<file path="config.mk">
export PLATFORM = sky130hd
export DESIGN_NAME = flag_register_unit
export DESIGN_NICKNAME = d
export VERILOG_FILES = /design/src/rtl/flag_register_unit.sv
export SDC_FILE = /design/constraint.sdc
export NUM_CORES = 1
export LEC_CHECK = 0
export CAP_MARGIN = 0
export CELL_PAD_IN_SITES_DETAIL_PLACEMENT = 1
export CELL_PAD_IN_SITES_GLOBAL_PLACEMENT = 1
export CORE_ASPECT_RATIO = 1.75
export CORE_MARGIN = 3
export CORE_UTILIZATION = 28
export DETAILED_ROUTE_END_ITERATION = 7
export GPL_TIMING_DRIVEN = 0
export PLACE_DENSITY = 0.86
export SLEW_MARGIN = 40
export SYNTH_ARGS = -nofsm -noshare
export SYNTH_HDL_FRONTEND = slang
export SYNTH_SLANG_ARGS = --single-unit
</file>
<file path="constraint.sdc">
create_clock -name clk -period 1.3 [get_ports clk]
set_input_delay 0.26 -clock clk [delete_from_list [all_inputs] [get_ports clk]]
set_output_delay 0.26 -clock clk [all_outputs]
set_load 0.02 [all_outputs]
</file>
<file path="src/rtl/flag_register_unit.sv">
// NZCV flag register with one-cycle deferred commit, side-effect gating and a save/restore shadow.
// Optional FLAG_BYPASS_EN: present effective (pending-merged) flags and drop the hazard output.
module flag_register_unit #(
  parameter logic [3:0] RESET_FLAGS = 4'b0000,
  parameter bit         SHADOW_EN   = 1'b1
) (
  input  logic       clk,
  input  logic       reset,
  input  logic       valid_i,
  input  logic       cond_ex_i,
  input  logic [1:0] flag_write_i,
  input  logic [3:0] alu_flags_i,
  input  logic       reg_write_i,
  input  logic       mem_write_i,
  input  logic       pc_src_i,
  input  logic       stall_i,
  input  logic       flush_i,
  input  logic       save_i,
  input  logic       restore_i,
  output logic [3:0] flags_o,
  output logic [3:0] shadow_o,
  output logic       flag_hazard_o,
  output logic       reg_write_o,
  output logic       mem_write_o,
  output logic       pc_src_o
);

  localparam int unsigned FLAG_W = 4;
  localparam int unsigned FW_W   = 2;
  // Bit positions within the {C,N,V,Z} vector
  localparam int unsigned C_B = 3;
  localparam int unsigned N_B = 2;
  localparam int unsigned V_B = 1;
  localparam int unsigned Z_B = 0;

  logic [FLAG_W-1:0] arch_q, arch_d;
  logic [FLAG_W-1:0] shadow_q, shadow_d;
  logic              pend_valid_q, pend_valid_d;
  logic [FW_W-1:0]   pend_we_q, pend_we_d;
  logic [FLAG_W-1:0] pend_flags_q, pend_flags_d;

  logic [FLAG_W-1:0] eff_c;
  logic              restore_en_c;
  logic              save_en_c;
  logic              capture_c;
  logic              issue_ok_c;

  // Effective flags: architectural state with the pending entry merged in
  always_comb begin
    eff_c = arch_q;
    if (pend_valid_q) begin
      if (pend_we_q[1]) begin
        eff_c[N_B] = pend_flags_q[N_B];
        eff_c[Z_B] = pend_flags_q[Z_B];
      end
      if (pend_we_q[0]) begin
        eff_c[C_B] = pend_flags_q[C_B];
        eff_c[V_B] = pend_flags_q[V_B];
      end
    end
  end

  // Next-state for arch, shadow and the pending entry
  always_comb begin
    restore_en_c = SHADOW_EN & restore_i;
    save_en_c    = SHADOW_EN & save_i;
    capture_c    = ~stall_i & ~flush_i & ~restore_en_c;

    arch_d       = arch_q;
    shadow_d     = shadow_q;
    pend_valid_d = 1'b0;
    pend_we_d    = pend_we_q;
    pend_flags_d = pend_flags_q;

    if (restore_en_c) begin
      arch_d = shadow_q;
    end else if (pend_valid_q && !flush_i) begin
      arch_d = eff_c;
    end

    if (save_en_c && !restore_en_c) begin
      shadow_d = eff_c;
    end

    // A stalled/flushed/restoring cycle leaves pend_valid cleared; any old entry committed above
    if (capture_c) begin
      pend_valid_d = valid_i & cond_ex_i & (|flag_write_i);
      pend_we_d    = flag_write_i;
      pend_flags_d = alu_flags_i;
    end
  end

  always_ff @(posedge clk) begin
    if (reset) begin
      arch_q       <= RESET_FLAGS;
      shadow_q     <= RESET_FLAGS;
      pend_valid_q <= 1'b0;
      pend_we_q    <= '0;
      pend_flags_q <= '0;
    end else begin
      arch_q       <= arch_d;
      shadow_q     <= shadow_d;
      pend_valid_q <= pend_valid_d;
      pend_we_q    <= pend_we_d;
      pend_flags_q <= pend_flags_d;
    end
  end

  // Side effects only for a live, condition-passing, unflushed instruction
  always_comb begin
    issue_ok_c  = valid_i & cond_ex_i & ~flush_i;
    reg_write_o = issue_ok_c & reg_write_i;
    mem_write_o = issue_ok_c & mem_write_i;
    pc_src_o    = issue_ok_c & pc_src_i;
  end

  assign shadow_o = SHADOW_EN ? shadow_q : FLAG_W'(0);

`ifdef FLAG_BYPASS_EN
  assign flags_o       = eff_c;
  assign flag_hazard_o = 1'b0;
`else
  assign flags_o       = arch_q;
  assign flag_hazard_o = pend_valid_q;
`endif

endmodule

</file>
==> results of run 1 <==
## routing by layer
layer | part of all wire [%] | vias to the layer above | GRT usage, %
li1 | - | 324 | -
met3 | 2.1 | 2 | 0.773
met1 | 40 | 294 | 13.3
met2 | 57 | 12 | 24.1
met4 | 1.2 | 0 | 7.27
met5 | 0 | - | 0
## timing repair
item	in CTS	in global routing
resized for setup	39	10
endpoints found under the setup margin	24	14
hold buffers	0	0
buffers inserted	1	0
pin swaps	3	0
## worst reg2reg max path: stages (launching register included)
cell and delay (ps):
dfxtp_2 380, or4b_4 510, o22ai_2 190
## state kept, by name, indices dropped and copies added, names as in the netlist
name	count
pend_we_q	2
shadow_o	4
flag_hazard_o	1
flags_o	4
pend_flags_q	4
## cell families after synthesis
| family | Yosys count | synth area share (%) |
|---|---|---|
| and+or+nand+nor | 33 | 27.0 |
| buffers and inverters | 4 | 3.44 |
| DFF | 15 | 45.9 |
| muxes | 4 | 6.12 |
| AOI/OAI and AO/OA | 18 | 17.6 |
## worst paths after layout
| path | startpoint | endpoint | cells past startpoint |
|---|---|---|---|
| setup / recovery | stall_i | flag_hazard_o | 3 |
| hold / removal | reset | shadow_o[1] | 2 |
| hold reg to reg | pend_flags_q[2] | pend_flags_q[2] | 2 |
| setup reg to reg | flag_hazard_o | flags_o[0] | 2 |
## power by group through the flow
stage	clock, mW	sequential, mW	combinational (mW)
floorplan	0	0.511	0.0554
global placement	0	0.498	0.159
detailed placement	0	0.500	0.162
CTS	0.273	0.488	0.155
global route	0.304	0.492	0.170
finish	0.269	0.488	0.155
## placed cells by master (no fill, tap or decap), drive strengths merged
| cell type | synthesis | layout |
|---|---|---|
| nand2 | 15 | 15 |
| dfxtp | 15 | 15 |
| dlygate4sd2 | 0 | 11 |
| clkdlybuf4s50 | 0 | 8 |
| a21oi | 6 | 6 |
| nor2 | 5 | 5 |
| and2b | 5 | 5 |
| buf | 1 | 5 |
| mux2i | 4 | 4 |
| a22oi | 4 | 4 |
| a211oi | 4 | 4 |
| o22ai | 4 | 4 |
| clkbuf | 3 | 4 |
| clkdlybuf4s15 | 0 | 4 |
| nor3b | 3 | 3 |
| dlymetal6s2s | 0 | 2 |
| or4b | 1 | 1 |
| nand2b | 1 | 1 |
| or3 | 1 | 1 |
| nor4 | 1 | 1 |
| nor3 | 1 | 1 |
| clkinv | 0 | 1 |
## synthesized netlist by cell type
library cell / instances / area, um^2
or3_1: 1 / 6.26
a211oi_1: 4 / 30.0
nand2_1: 15 / 56.3
nor2_1: 5 / 18.8
nor3b_1: 3 / 22.5
a21oi_1: 6 / 30.0
buf_6: 1 / 11.3
nor3_1: 1 / 5.00
clkbuf_1: 3 / 11.3
dfxtp_1: 15 / 300
or4b_4: 1 / 13.8
o22ai_1: 4 / 25.0
and2b_1: 2 / 15.0
a22oi_1: 4 / 30.0
and2b_2: 3 / 26.3
mux2i_1: 4 / 40.0
nand2b_1: 1 / 6.26
nor4_1: 1 / 6.26
## cell type report
class                   count  area (um^2)  share of cell area, %
flip-flops and latches     15          302                   29.6
multi-input cells          55          367                   36.0
well taps                  24         30.0                   2.95
repair buffers             29          277                   27.2
clock inverters             1         5.00                  0.492
plain buffers               2         15.0                   1.48
clock buffers               3         22.5                   2.21
==> metrics, run 1 <==
WP data required=1480 ps; max incr delay on CP=470 ps; Num CTS Buffers=3; Tmin final=1310 ps; Worst Path Max Fanout=7; placed cell count=126; Initial Util=30.5%; critical path type=in2reg; final wirelength=1770 um; delay-heaviest family, CP=simple AND/OR/NAND/NOR gates; Sw Pwr=0.240 mW; syn avg cell area=8.84 um^2; PwrDens=897 nW/um^2; Avg WL per Cell=13.7 um; Core Rows=22; Max clock buf depth=2; Gate Count Post-Synth=74; Mapped Nets=91; die height=70.0 um; vias in the first global route=676; sequential power share=53.5%; Syn. warnings=0; Cell Area, Synth=654 um^2; CP endpoint kind=flop; H-tree depth=1; Netlist cell types=18; worst hold margin=444 ps; final net count=123; register bit total from synthesis=15; Root Driver=clkbuf_4; Hold Crit Class=in2reg; final setup margin=-7.83 ps; # DRC=0; Worst-Skew Late Latency=290 ps; Critical Path AT=1490 ps; gp weighted congestion=0.701; Final Hold Vio Count=0; Setup Skew=8.80 ps; final core utilization=47.4%; drt via density=4.90; failing checks=negative setup slack; slowest library cell on the worst path=or3_1; PortBufs=28; Tot Pwr=0.913 mW; worst path bufs/invs=1; largest net degree at the start of global routing=11; Setup TNS Final=-7.83 ps; Worst-Margin Slew=472 ps; pre-CTS WS=-669 ps; Area Growth Syn to Fin=55.4%; status=finished, violations left; CTS tree=yes; crit path cell chain=clkdlybuf4s50_1 > or3_1 > nor4_1; VDD IR-drop max=0.528 mV; first-pass GRT wire length=3000 um; Max-slew headroom=68.5%; final setup fails=1; Comb power frac=17.0%; Initial DRT Pass Iterations=4; P_int=0.672 mW; Core Box Area=2150 um^2; Placed Area=965 um^2; Iter 0 DRT Violations=8; Finished Layout Cells=129; Fillers=251; register area share after synthesis=45.9%; final antenna-violating net count=0; DR vias=632; GR Util All Layers=12.8%; Switching Fraction=26.3%; HPWL after DPL=1410 um; clock network power share=29.4%; Die Area=2980 um^2; Ports=29; fraction of layout cells with a size suffix above 1=20.0%; initial antenna violation count=0; final period utilization=101%; Overflow after GRT=0; Die Width=42.5 um; Fmax achieved=765 MHz; max-slew violations=0; clk sink count=15; CTS clock-pin slew for the worst setup and hold paths=100 ps; maxcap violations=0; Reg2Reg Setup Slack=150 ps; design area=1020 um^2; Diodes inserted=0; CP Launch Type=input pin; leak pwr=0.439 nW
Power figures use the tool's default switching activity.
==> inputs of run 2 (changes only) <==
Settings changed: CAP_MARGIN 0 to 20, REMOVE_ABC_BUFFERS set to 1.
==> metrics, run 2 (synthesis gave the netlist of run 1 again) <==
status=finished clean; Max-slew headroom=71.4% (+2.9 points); WP data required=1040 ps (-440 ps); final setup fails=0 (-1); most frequent cells in the layout=dfxtp_1 (15), nand2_1 (14), dlygate4sd2_1 (13); clk sink count=15 (unchanged); delay-heaviest family, CP=buffers and inverters; PortBufs=28 (unchanged); design area=975 um^2 (-4.2%); CTS tree=yes; Max clock buf depth=2 (unchanged); Diodes inserted=0 (unchanged); drt via density=5.10 (+4.2%); Core Box Area=2150 um^2 (unchanged); Hold Crit Class=in2reg; Area Growth Syn to Fin=48.9%; post-CTS setup buffers=0 (-1); Placed Area=942 um^2 (-2.3%); CTS Hold Bufs=0 (unchanged); most common cell after layout, fill and taps aside=dfxtp_1; worst path bufs/invs=2 (+1); Worst-Margin Slew=429 ps (-42.9 ps); Avg WL per Cell=14.6 um (+6.1%); Final Hold Vio Count=0 (unchanged); Fmax achieved=789 MHz (+3.2%); Core Rows=22 (unchanged); Worst Path Max Fanout=7 (unchanged); RSZ-0062 raised after global routing=yes; Root Driver=clkbuf_4; final wirelength=1840 um (+3.7%); final antenna-violating net count=0 (unchanged); final period utilization=97.5% (-3.1 points); Num CTS Buffers=3 (unchanged); H-tree depth=1 (unchanged); crit path cell chain=dlygate4sd2_1 > nor3b_2 > buf_4; initial antenna violation count=0 (unchanged); maxcap violations=0 (unchanged); leak pwr=0.423 nW (-3.7%); largest net degree at the start of global routing=17 (+6); fraction of layout cells with a size suffix above 1=17.6% (-2.4 points); placed cell count=122 (-3.2%); Setup Skew=0.859 ps (-7.94 ps); Tmin final=1270 ps (-40.3 ps); critical path type=in2out; Overflow after GRT=0 (unchanged); max incr delay on CP=350 ps (-120 ps); CP Launch Type=input pin; Die Area=2980 um^2 (unchanged); GR Util All Layers=12.9% (+0.064 points); slowest library cell on the worst path=dlygate4sd2_1; Ports=29 (unchanged); vias in the first global route=698 (+3.3%); Initial Util=30.5% (unchanged); Setup TNS Final=0 ps (+7.83 ps); # DRC=0 (unchanged); VDD IR-drop max=0.629 mV (+19%); PwrDens=923 nW/um^2 (+2.9%); Worst-Skew Late Latency=280 ps (about the same); HPWL after DPL=1520 um (+7.6%); die height=70.0 um (unchanged); CP endpoint kind=output port; Iter 0 DRT Violations=5 (-3); CTS clock-pin slew for the worst setup and hold paths=90 ps (about the same); Initial DRT Pass Iterations=4 (unchanged); DR vias=643 (+1.7%); first-pass GRT wire length=2990 um (-0.23%); max-slew violations=0 (unchanged); final net count=120 (-2.4%); Finished Layout Cells=126 (-2.3%); gp weighted congestion=0.645 (-7.9%); Die Width=42.5 um (unchanged); Critical Path AT=1010 ps (-480 ps)
==> run 2: area by class of cell <==
| type | count | area [um^2] |
|---|---|---|
| fillers | 259 | 1170 |
| clock buffers | 4 | 26.3 |
| flip-flops and latches | 15 | 300 |
| repair buffers | 28 | 253 |
| well taps | 24 | 30.0 |
| multi-input cells | 55 | 365 |
==> run 2: path summary, 6_finish.rpt <==
path / from / end / slack [ps] / cells past startpoint
worst max-delay path: flush_i / mem_write_o / 30 / 3
worst min-delay path: reset / pend_flags_q[0] / 380 / 2
worst max register to register: flag_hazard_o / flags_o[0] / 100 / 2
worst min register to register: pend_flags_q[3] / pend_flags_q[3] / 460 / 2
==> run 2: timing repair <==
action,4_1_cts,5_1_grt
pin swaps,3,0
cloned,0,0
setup endpoints to repair,27,6
gates resized for setup,41,7
==> run 2: report_power, final <==
part	leakage (nW)	internal (mW)	total, mW	switching (mW)
clock	0.0150	0.119	0.264	0.145
combinational	0.286	0.0746	0.148	0.0735
sequential	0.122	0.477	0.488	0.0110
total	0.423	0.670	0.899	0.229
==> run 2: through the flow <==
stage	util, %	hold slack (ps)	setup slack [ps]	total power [mW]
floorplan	-	329	100	0.556
global placement	43.9	443	-617	0.650
detailed placement	43.9	450	-765	0.657
CTS	45.2	442	-60.7	0.912
global route	45.4	398	-1.88	0.950
finish	45.4	377	32.5	0.899
==> run 2: per-layer routing <==
layer / vias up / GRT usage [%] / routed length [um]
met3: 2 / 2.58 / 102
li1: 319 / - / -
met1: 300 / 11.8 / 627
met4: 0 / 7.27 / 14
met5: - / 0 / 0
met2: 22 / 24.8 / 1090
